**config.mk**
```make
export PLATFORM = sky130hd
export DESIGN_NAME = ddr_out_sequencer
export DESIGN_NICKNAME = d
export VERILOG_FILES = /design/src/rtl/ddr_out_sequencer.sv
export SDC_FILE = /design/constraint.sdc
export NUM_CORES = 1
export LEC_CHECK = 0
export BUFFER_PORTS_ARGS = -buffer_cell sky130_fd_sc_hd__buf_2
export CAP_MARGIN = 30
export CELL_PAD_IN_SITES_DETAIL_PLACEMENT = 0
export CELL_PAD_IN_SITES_GLOBAL_PLACEMENT = 1
export CORE_ASPECT_RATIO = 1.4
export CORE_MARGIN = 2
export CORE_UTILIZATION = 41
export DETAILED_ROUTE_END_ITERATION = 12
export MAX_ROUTING_LAYER = met4
export PLACE_DENSITY_LB_ADDON = 0.1
export SYNTH_ARGS = -nofsm -noshare
export SYNTH_HDL_FRONTEND = slang
export SYNTH_SLANG_ARGS = --single-unit
```
**constraint.sdc**
```tcl
create_clock -name C -period 2.2 [get_ports C]
set_clock_uncertainty 0.2 [all_clocks]
set_input_delay 0.33 -clock C [delete_from_list [all_inputs] [get_ports C]]
set_output_delay 0.33 -clock C [all_outputs]
set_load 0.05 [all_outputs]
```
**src/rtl/ddr_out_sequencer.sv**
```systemverilog
// rtl/ddr_out_sequencer.sv - DDR output pad cell sequencer
// Frames each burst with lead/trail idle cycles and parks the cell via DR/DS on return to idle.
module ddr_out_sequencer #(
  parameter int   WIDTH    = 8,
  parameter int   LEAD     = 1,
  parameter int   TRAIL    = 1,
  parameter logic IDLE_LVL = 1'b0
) (
  input  logic             C,
  input  logic             R,
  input  logic [WIDTH-1:0] DIN,
  input  logic             VALID,
  output logic             READY,
  input  logic             ABORT,
  output logic             BUSY,
  output logic             D0,
  output logic             D1,
  output logic             CE,
  output logic             DR,
  output logic             DS,
  output logic             T
);

  localparam int PAIRS = WIDTH / 2;
  localparam int PW    = (PAIRS > 1) ? $clog2(PAIRS) : 1;
  localparam logic [3:0]    LEAD_INIT  = (LEAD > 0) ? 4'(LEAD - 1) : 4'd0;
  localparam logic [3:0]    TRAIL_INIT = (TRAIL > 0) ? 4'(TRAIL - 1) : 4'd0;
  localparam logic [PW-1:0] LAST_PAIR  = PW'(PAIRS - 1);

  typedef enum logic [2:0] {IDLE, LEADS, SHIFT, TRAILS, PARK} state_t;

  state_t           state_q, state_d;
  logic [3:0]       cnt_q, cnt_d;
  logic [PW-1:0]    pair_q, pair_d;
  logic [WIDTH-1:0] sh_q, sh_d;
  logic t_q, ce_q, d0_q, d1_q, dr_q, ds_q, busy_q;
  logic t_d, ce_d, d0_d, d1_d, dr_d, ds_d, busy_d;
  logic last_pair, accept;

  assign last_pair = (pair_q == LAST_PAIR);
  // READY is the only combinational output; abort suppresses the reload handshake in SHIFT.
  assign READY  = (state_q == IDLE) || ((state_q == SHIFT) && last_pair && !ABORT);
  assign accept = VALID && READY;

  always_ff @(posedge C) begin
    if (R) begin
      state_q <= IDLE;
      cnt_q   <= '0;
      pair_q  <= '0;
      sh_q    <= '0;
      t_q     <= 1'b1;
      ce_q    <= 1'b0;
      d0_q    <= 1'b0;
      d1_q    <= 1'b0;
      dr_q    <= 1'b0;
      ds_q    <= 1'b0;
      busy_q  <= 1'b0;
    end else begin
      state_q <= state_d;
      cnt_q   <= cnt_d;
      pair_q  <= pair_d;
      sh_q    <= sh_d;
      t_q     <= t_d;
      ce_q    <= ce_d;
      d0_q    <= d0_d;
      d1_q    <= d1_d;
      dr_q    <= dr_d;
      ds_q    <= ds_d;
      busy_q  <= busy_d;
    end
  end

  // sh_q always holds the pair being presented in its top two bits while in SHIFT.
  always_comb begin
    state_d = state_q;
    cnt_d   = cnt_q;
    pair_d  = pair_q;
    sh_d    = sh_q;
    case (state_q)
      IDLE: begin
        if (accept) begin
          sh_d   = DIN;
          pair_d = '0;
          cnt_d  = LEAD_INIT;
          state_d = (LEAD == 0) ? SHIFT : LEADS;
        end
      end
      LEADS: begin
        if (ABORT) begin
          state_d = PARK;
          sh_d    = '0;
        end else if (cnt_q == 4'd0) begin
          state_d = SHIFT;
          pair_d  = '0;
        end else begin
          cnt_d = cnt_q - 4'd1;
        end
      end
      SHIFT: begin
        if (ABORT) begin
          state_d = PARK;
          sh_d    = '0;
        end else if (last_pair) begin
          if (accept) begin
            sh_d   = DIN;
            pair_d = '0;
          end else begin
            cnt_d   = TRAIL_INIT;
            state_d = (TRAIL == 0) ? PARK : TRAILS;
          end
        end else begin
          sh_d   = sh_q << 2;
          pair_d = pair_q + 1'b1;
        end
      end
      TRAILS: begin
        if (ABORT || cnt_q == 4'd0) begin
          state_d = PARK;
        end else begin
          cnt_d = cnt_q - 4'd1;
        end
      end
      PARK: begin
        state_d = IDLE;
      end
      default: state_d = IDLE;
    endcase
  end

  // Outputs are registered from the next state so they line up with the state they describe.
  always_comb begin
    t_d    = 1'b1;
    ce_d   = 1'b0;
    d0_d   = 1'b0;
    d1_d   = 1'b0;
    dr_d   = 1'b0;
    ds_d   = 1'b0;
    busy_d = (state_d != IDLE);
    case (state_d)
      LEADS, TRAILS: begin
        t_d  = 1'b0;
        ce_d = 1'b1;
        d0_d = IDLE_LVL;
        d1_d = IDLE_LVL;
      end
      SHIFT: begin
        t_d  = 1'b0;
        ce_d = 1'b1;
        d0_d = sh_d[WIDTH-1];
        d1_d = sh_d[WIDTH-2];
      end
      PARK: begin
        dr_d = !IDLE_LVL;
        ds_d = IDLE_LVL;
      end
      default: ;
    endcase
  end

  assign T    = t_q;
  assign CE   = ce_q;
  assign D0   = d0_q;
  assign D1   = d1_q;
  assign DR   = dr_q;
  assign DS   = ds_q;
  assign BUSY = busy_q;

endmodule

```
==> impl_metrics.tcl, run 1 <==
set metrics [dict create \
    die_y_um 68.6 \
    syn2layout_area_growth_pct 13.4 \
    gp_congestion 0.753 \
    yosys_warnings 0 \
    whs_path_depth 3 \
    drive_gt1_share_pct 29.0 \
    cts_tree "yes" \
    slowest_delay_ns 0.37 \
    ir_drop_v 0.000444 \
    synth_fp_nets 140 \
    reg2regPathDepth 7 \
    syn_area_per_cell_um2 9.69 \
    diodes 0 \
    crit_arrival_ns 1.56 \
    portBuffers 18 \
    wl_met1_um 981 \
    netlist_area_um2 1220 \
    max_freq_ghz 0.478 \
    r2r_slack_ns 0.18 \
    drt_iter0_drc 24 \
    clock_latency_ns 0.26 \
    cts_sinks 23 \
    finalMaxSlewViolations 0 \
    vias 995 \
    core_um2 2850 \
    clk_pin_slew_ns 0.08 \
    cp_num_buf_inv 1 \
    grt_pass1_wl_mm 4.48 \
    powerDensity_nw_per_um2 711 \
    finish.utilization_pct 48.6 \
    antenna_found_initial 0 \
    critPathMaxFanout 3 \
    grt_max_degree 20 \
    grt_use_total_pct 17.6 \
    postCtsSetupBuffers 0 \
    start_util_pct 42.9 \
    drt-wirelength-per-cell_um 14.2 \
    period_share_pct 95.0 \
    grt_pass1_vias 1033 \
    outcome "finished, final reports clean" \
    slowest_stage "dfxtp_1" \
    wl_met2_mm 1.52 \
    hp-class "primary input to register" \
    routed_wl_mm 2.59 \
    r2r-start "cnt_q[0]" \
    total_power_w 0.000985 \
    syn_inst 126 \
    die_area_um2 3440 \
    ys_seq_area_share_pct 37.7 \
    routed_via_density 5.47 \
    dp_hpwl_mm 2.05 \
    ys_types 43 \
    cts_root_buf "clkbuf_8" \
    hold_viol 0 \
    wl_met3_um 64 \
    fin_crit_ns 2.09 \
    ant_nets 0 \
    crit_path_end_kind "output port" \
    rsz0062_at_grt "no" \
    worst-setup-path-type "register to output port" \
    cts_buffer_depth 2 \
    nets 160 \
    r2r-end "BUSY" \
    grt_remaining_overflow 0 \
    power.static_leakage_nw 0.562 \
    cts_buffers 3 \
    hold_path_end "sh_q[7]" \
    top_layer "met4" \
    hp-start "DIN[7]" \
    cp.required_ns 1.67 \
    setup_tns_ns 0 \
    ys_seq_elements 23 \
    io_pins 20 \
    crit_chain "ha_1, nand2b_1, a211oi_2, clkbuf_4" \
    die_x_um 50.1 \
    drt-pass1-iter-count 5 \
    num_rows 23 \
    maxCapViolCount 0 \
    fin_area_um2 1390 \
    drc 0 \
    placed_area_um2 1340 \
    crit_path_start_kind "register" \
    setup_viol 0 \
    crit_family "flip-flops" \
    cts_max_level 1 \
]
cells in the mapped netlist (all sizes together):
library cell	instances	area (um2)
dfxtp	23	460
a21oi	12	60.1
nor2	12	47.6
buf	8	62.6
a211oi	7	57.6
nor3	5	30.0
o21ai	5	25.0
a222oi	4	40.0
inv	4	15.0
mux2	4	45.0
nand2b	4	25.0
or2b	4	30.0
a21o	3	22.5
a221oi	2	35.0
a22oi	2	15.0
ha	2	25.0
nand2	2	7.51
nor2b	2	12.5
o21bai	2	15.0
or3	2	12.5
a2111oi	1	27.5
a21boi	1	11.3
a221o	1	10.0
a311oi	1	8.76
and2b	1	10.0
and3b	1	10.0
clkbuf	1	3.75
conb	1	3.75
nor3b	1	12.5
nor4	1	21.3
nor4bb	1	10.0
o21a	1	7.51
o32a	1	10.0
or2	1	6.26
or4	1	7.51
xnor2	1	8.76
xor2	1	8.76
layout by cell type (no fill, tap or decap), types with 2 or more instances in the layout:
| cell | count |
|---|---|
| a211oi_1 | 6 |
| a21o_1 | 3 |
| a21oi_1 | 12 |
| a222oi_1 | 4 |
| a22oi_1 | 2 |
| buf_2 | 17 |
| buf_4 | 6 |
| clkbuf_8 | 3 |
| dfxtp_1 | 23 |
| ha_1 | 2 |
| inv_1 | 4 |
| mux2_2 | 4 |
| nand2_1 | 2 |
| nand2b_1 | 4 |
| nor2_1 | 11 |
| nor2b_1 | 2 |
| nor3_1 | 4 |
| o21ai_0 | 5 |
| o21bai_1 | 2 |
| or2b_1 | 4 |
| or3_1 | 2 |
state kept, by name, summed over array words and instances (netlist names):
name / flops
D1: 1
sh_q: 8
state_q: 3
D0: 1
T: 1
pair_q: 2
cnt_q: 4
CE: 1
BUSY: 1
DR: 1
power breakdown:
part           total (W)  internal, W  switching [W]  leakage [nW]
Sequential      0.000466     0.000446      0.0000202         0.188
Clock           0.000257     0.000126       0.000131        0.0255
Combinational   0.000262     0.000103       0.000159         0.348
Total           0.000985     0.000675       0.000310         0.562
layer usage:
metal,track usage (%),up-vias
met5,-,-
met2,35.2,13
met1,17.2,477
met3,1.94,2
met4,6.25,0
li1,-,503
worst max-delay path by stage:
stage,slack [ns],startpoint,end,cells past startpoint
after global placement,0.24,VALID,BUSY,5
after floorplan,0.07,pair_q[0],sh_q[0],5
final,0.11,pair_q[0],READY,4
after detailed placement,0.20,cnt_q[0],BUSY,7
after CTS,0.07,pair_q[0],READY,4
after global routing,0.003,pair_q[0],READY,4
per-stage QoR:
stage                     hold WS [ns]  setup slack [ns]  std cells
after global routing             0.248           0.00280        182
after CTS                        0.191            0.0675        182
final                            0.204             0.109        182
after global placement           0.262             0.237        178
after floorplan                  0.244            0.0651        126
after detailed placement         0.281             0.198        178
cell type report:
class	instances	area (um2)
Clock buffer	3	41.3
Clock inverter	1	5.00
Fill cell	290	1460
Inverter	4	15.0
Multi-Input combinational cell	90	679
Sequential cell	23	460
Tap cell	37	46.3
Timing Repair Buffer	24	138
worst register-to-register path: stages (launching register included):
cell and delay [ns]:
dfxtp_1 0.33, inv_1 0.07, ha_1 0.22, nor4bb_1 0.27, buf_4 0.23, xnor2_1 0.15
nor2_1 0.08, or3_1 0.35
timing repair:
item | 4_1_cts | 5_1_grt
hold buffers | 0 | 0
resized for setup | 0 | 1
endpoints found under the setup margin | 0 | 1
cell families after synthesis:
group	synth area share (%)
simple gates	19.9
flops	37.7
compound gates	28.3
other cells	0.307
mux	3.69
fa+ha+maj	2.05
xor+xnor	1.43
buf+inv	6.66
No activity file was read; power rests on OpenSTA's default activity.
==> inputs of run 2 (changes only) <==
--- a/config.mk
+++ b/config.mk
@@ -5,16 +5,18 @@
 export SDC_FILE = /design/constraint.sdc
 export NUM_CORES = 1
 export LEC_CHECK = 0
-export BUFFER_PORTS_ARGS = -buffer_cell sky130_fd_sc_hd__buf_2
 export CAP_MARGIN = 30
 export CELL_PAD_IN_SITES_DETAIL_PLACEMENT = 0
 export CELL_PAD_IN_SITES_GLOBAL_PLACEMENT = 1
 export CORE_ASPECT_RATIO = 1.4
 export CORE_MARGIN = 2
 export CORE_UTILIZATION = 41
+export CTS_CLUSTER_DIAMETER = 200
 export DETAILED_ROUTE_END_ITERATION = 12
+export DONT_BUFFER_PORTS = 1
 export MAX_ROUTING_LAYER = met4
 export PLACE_DENSITY_LB_ADDON = 0.1
+export REMOVE_ABC_BUFFERS = 1
 export SYNTH_ARGS = -nofsm -noshare
 export SYNTH_HDL_FRONTEND = slang
 export SYNTH_SLANG_ARGS = --single-unit
==> run 2 against run 1 <==
Critical path depth up 3. Wire length down 1.5%. Clock-buffer cell count unchanged. Die area unchanged. Sequential share of layout area up 1.3 points. Critical path type is now register to register.
==> impl_metrics.tcl, run 2 (synthesis results as in run 1) <==
set metrics [dict create \
    drt_iter0_drc 21 \
    max_freq_ghz 0.500 \
    cts_buffers 3 \
    period_share_pct 91.0 \
    fin_ws_ns 0.198 \
    nFillCells 297 \
    routed_wl_mm 2.55 \
    power.static_leakage_nw 0.506 \
    hold_path_end "state_q[2]" \
    whs_path_depth 2 \
    grt_max_degree 18 \
    grt_pass1_vias 917 \
    relSlewSlack_pct 51.6 \
    die_area_um2 3440 \
    dp_hpwl_mm 1.81 \
    grt_remaining_overflow 0 \
    grt_use_total_pct 16.2 \
    routed_via_density 5.70 \
    mostFrequentLayoutCell "dfxtp_1" \
    vias 958 \
    cts_tree "yes" \
    finalMaxSlewViolations 0 \
    grt_pass1_wl_mm 4.18 \
    portBuffers 0 \
    drt-wirelength-per-cell_um 15.1 \
    setup_tns_ns 0 \
    drt-pass1-iter-count 6 \
    diodes 0 \
    die_x_um 50.1 \
    powerDensity_nw_per_um2 732 \
    cp.required_ns 2.15 \
    drive_gt1_share_pct 21.4 \
    clk_pin_slew_ns 0.09 \
    ant_nets 0 \
    start_util_pct 42.9 \
    cts_max_level 1 \
    fin_crit_ns 2.00 \
    multiInputGateArea_um2 686 \
    hp-class "primary input to register" \
    outcome "finished, final reports clean" \
    r2r-end "BUSY" \
    r2r_slack_ns 0.20 \
    ir_drop_v 0.000326 \
    fin_cells 168 \
    num_rows 23 \
    final-seq-area_um2 460 \
    reg2regPathDepth 7 \
    clock_latency_ns 0.26 \
    layout_common_cells "dfxtp_1 (23), a21oi_1 (12), nor2_1 (11)" \
    reg_top3 "sh_q (8), cnt_q (4), state_q (3)" \
    core_um2 2850 \
    cts_buffer_depth 2 \
    hp-start "ABORT" \
    cts_sinks 23 \
    finish.utilization_pct 46.7 \
    r2r-start "cnt_q[0]" \
    setup_viol 0 \
    total_power_w 0.000975 \
    gp_congestion 0.767 \
    critPathMaxFanout 10 \
    largest_reg_flops 8 \
    preCtsSetupSlack_ns 0.181 \
    antenna_found_initial 0 \
    dp.cells 160 \
    maxCapViolCount 0 \
    syn2layout_area_growth_pct 9.02 \
    io_pins 20 \
    die_y_um 68.6 \
    crit_path_start_kind "register" \
    cts_root_buf "clkbuf_8" \
    hold_viol 0 \
    tightest_slew_ns 0.724 \
    worst-setup-path-type "register to register" \
    crit_arrival_ns 1.95 \
    regMostFlops "sh_q" \
    drc 0 \
    nets 146 \
    crit_path_end_kind "register" \
]
==> run 2: changes by cell type in the layout (fill, tap and decap cells not counted) <==
| cell | change |
|---|---|
| dlygate4sd3_1 | +1 |
| buf_2 | -17 |
| nor4bb_1 | -1 |
| o21ai_1 | +1 |
| clkbuf_4 | -1 |
| buf_4 | +3 |
| o21ai_0 | -1 |
| nor4bb_2 | +1 |
==> run 2: area by class of cell <==
class / count / area share (%)
Tap cell: 37 / 3.48
Clock buffer: 3 / 3.10
Multi-Input combinational cell: 90 / 51.5
Inverter: 4 / 1.13
Sequential cell: 23 / 34.6
Timing Repair Buffer: 10 / 5.83
Clock inverter: 1 / 0.376
==> run 2: worst max-delay path: stages, from the launching register on <==
cell and delay (ns):
dfxtp_1 0.33, inv_1 0.07, ha_1 0.23, nor4bb_2 0.24, buf_4 0.21, xnor2_1 0.15
nor2_1 0.09, or3_1 0.36
==> run 2: timing repair <==
action | 4_1_cts | 5_1_grt
setup endpoints to repair | 0 | 1
resized for setup | 0 | 2
setup buffers | 0 | 3
endpoints found under the hold margin | 17 | 0
hold buffers | 1 | 0
==> run 2: per-layer routing <==
| layer | routed length, um | vias up | GRT usage (%) |
|---|---|---|---|
| li1 | - | 472 | - |
| met1 | 1130 | 469 | 18.2 |
| met2 | 1320 | 15 | 29.6 |
| met3 | 74 | 2 | 2.37 |
| met4 | 17 | 0 | 5.21 |
| met5 | 0 | - | - |
==> run 2: worst max path at each step <==
| stage | start | to | slack [ns] | depth (start not counted) |
|---|---|---|---|---|
| 6_report | cnt_q[0] | BUSY | 0.20 | 7 |
| 4_1_cts | cnt_q[0] | BUSY | 0.16 | 7 |
| 3_5_place_dp | cnt_q[0] | BUSY | 0.18 | 7 |
| 5_1_grt | cnt_q[0] | BUSY | -0.02 | 7 |
| 3_3_place_gp | cnt_q[0] | BUSY | 0.23 | 7 |
| 2_1_floorplan | state_q[0] | BUSY | -0.36 | 4 |
==> run 2: report_power, final <==
part | internal [W] | leakage [nW] | switching (W) | total, W
combinational | 0.0000958 | 0.293 | 0.000110 | 0.000206
clock | 0.000126 | 0.0255 | 0.000138 | 0.000264
sequential | 0.000446 | 0.188 | 0.0000591 | 0.000505
total | 0.000668 | 0.506 | 0.000307 | 0.000975
==> run 2: metrics by stage <==
stage,hold slack [ns],area (um2)
after floorplan,0.199,1150
after global routing,0.0642,1330
final,0.0548,1330
after CTS,0.0560,1300
after detailed placement,0.204,1250
after global placement,0.202,1250
==> inputs of run 3 (changes only) <==
==> constraint.sdc (replaced) <==
create_clock -name C -period 2 [get_ports C]
set_clock_uncertainty 0.2 [all_clocks]
set_input_delay 0.3 -clock C [delete_from_list [all_inputs] [get_ports C]]
set_output_delay 0.3 -clock C [all_outputs]
set_load 0.05 [all_outputs]
==> run 3 against run 2 <==
Register-to-register slack lost 0.096 ns. Critical path depth shrank 2. Highest routed layer unchanged. Critical path type unchanged. Clock power grew 8.0%. Clock-buffer cell count is the same. Power grew 12%. Maximum frequency grew 5.5%. Via count grew 0.21%. Global-route usage grew 0.90 points. Flip-flop and latch count is the same. Wire length grew 1.4%. Sequential power grew 9.5%.
==> impl_metrics.tcl, run 3 (synthesis results as in run 1) <==
set metrics [dict create \
    hp-class "primary input to register" \
    cts_sinks 23 \
    rsz0062_at_grt "no" \
    drive_gt1_share_pct 24.8 \
    grt_use_total_pct 17.1 \
    hold_viol 0 \
    num_rows 23 \
    layout_common_cells "dfxtp_1 (23), a21oi_1 (12), nor2_1 (11)" \
    relSlewSlack_pct 54.7 \
    syn2layout_area_growth_pct 13.3 \
    crit_arrival_ns 1.84 \
    setup_viol 0 \
    critPathMaxFanout 4 \
    diodes 0 \
    regMostFlops "sh_q" \
    p_sw_share_pct 31.0 \
    grt_max_degree 18 \
    vias 960 \
    preCtsSetupSlack_ns 0.0503 \
    gp_congestion 0.742 \
    dp_hpwl_mm 1.96 \
    intPower_w 0.000755 \
    p_switching_w 0.000338 \
    cts_root_buf "clkbuf_8" \
    clock_latency_ns 0.26 \
    setup_tns_ns 0 \
    outcome "finished, final reports clean" \
    cts_buffers 3 \
    cts_buffer_depth 2 \
    cts_tree "yes" \
    drt-pass1-iter-count 4 \
    combPwrFrac_pct 23.3 \
    max_freq_ghz 0.527 \
    grt_pass1_wl_mm 4.25 \
    mostFrequentLayoutCell "dfxtp_1" \
    die_area_um2 3440 \
    finish.utilization_pct 48.6 \
    reg_top3 "sh_q (8), cnt_q (4), state_q (3)" \
    drt-wirelength-per-cell_um 15.2 \
    start_util_pct 42.9 \
    cp.required_ns 1.95 \
    portBuffers 0 \
    grt_pass1_vias 924 \
    core_um2 2850 \
    period_share_pct 94.9 \
    ir_drop_v 0.000386 \
    io_pins 20 \
    ant_nets 0 \
    antenna_found_initial 0 \
    cts_max_level 1 \
    routed_via_density 5.65 \
    drc 0 \
    nets 148 \
    power.static_leakage_nw 0.525 \
    whs_ns 0.0156 \
    routed_wl_mm 2.58 \
    fin_crit_ns 1.90 \
    clk_pin_slew_ns 0.08 \
    die_x_um 50.1 \
    powerDensity_nw_per_um2 790 \
    crit_path_start_kind "register" \
    total_power_w 0.00109 \
    crit_path_end_kind "register" \
    tightest_slew_ns 0.677 \
    grt_remaining_overflow 0 \
    worst-setup-path-type "register to register" \
    largest_reg_flops 8 \
    drt_iter0_drc 47 \
    fin_ws_ns 0.102 \
    maxCapViolCount 0 \
    pwr-share-seq_pct 50.6 \
    finalMaxSlewViolations 0 \
    p_clk_share_pct 26.1 \
    die_y_um 68.6 \
]
==> run 3: cell count changes in the layout (fill, tap and decap cells not counted), sizes merged <==
cell  previous run  this run
buf              9        11
==> run 3: path summary, 6_finish.rpt <==
| kind | startpoint | end | slack (ns) | cells past startpoint |
|---|---|---|---|---|
| max reg2reg | pair_q[0] | BUSY | 0.10 | 5 |
| min reg2reg | pair_q[0] | pair_q[0] | 0.28 | 1 |
| max | pair_q[0] | BUSY | 0.10 | 5 |
| min | ABORT | state_q[2] | 0.02 | 2 |
==> run 3: stage by stage <==
step,cells,instance area (um2)
after global routing,170,1380
after detailed placement,163,1280
after floorplan,117,1150
final,170,1380
after CTS,168,1340
after global placement,163,1280
==> run 3: timing repair <==
action / 4_1_cts / 5_1_grt
setup endpoints to repair: 0 / 5
endpoints found under the hold margin: 17 / 0
resized for setup: 0 / 7
buffers inserted: 0 / 2
hold buffers: 1 / 0
==> run 3: area by class of cell <==
| cell class | count | area [um2] |
|---|---|---|
| clock inverters | 1 | 5.00 |
| multi-input cells | 90 | 707 |
| repair buffers | 12 | 109 |
| inverters | 4 | 15.0 |
| well taps | 37 | 46.3 |
| clock buffers | 3 | 41.3 |
| flip-flops and latches | 23 | 460 |
| fillers | 294 | 1470 |
==> run 3: worst max-delay path: stages, from the launching register on <==
cell and delay (ns):
dfxtp_1 0.33, ha_2 0.21, and3b_2 0.25, a221oi_4 0.35, nor3_2 0.07, or3_1 0.37
==> run 3: power by group through the flow <==
| stage | registers (W) | logic [W] | clock network [W] |
|---|---|---|---|
| 6_report | 0.000553 | 0.000255 | 0.000285 |
| 3_5_place_dp | 0.000564 | 0.000235 | 0 |
| 2_1_floorplan | 0.000567 | 0.000158 | 0 |
| 3_3_place_gp | 0.000564 | 0.000231 | 0 |
| 4_1_cts | 0.000554 | 0.000243 | 0.000304 |
| 5_1_grt | 0.000558 | 0.000284 | 0.000311 |
==> run 3: routing by layer <==
| layer | global-route usage [%] | part of all wire (%) | vias to the layer above |
|---|---|---|---|
| met5 | - | 0 | - |
| met4 | 7.29 | 1.1 | 0 |
| li1 | - | - | 478 |
| met2 | 32.6 | 56 | 18 |
| met3 | 3.02 | 2.8 | 4 |
| met1 | 17.2 | 40 | 460 |
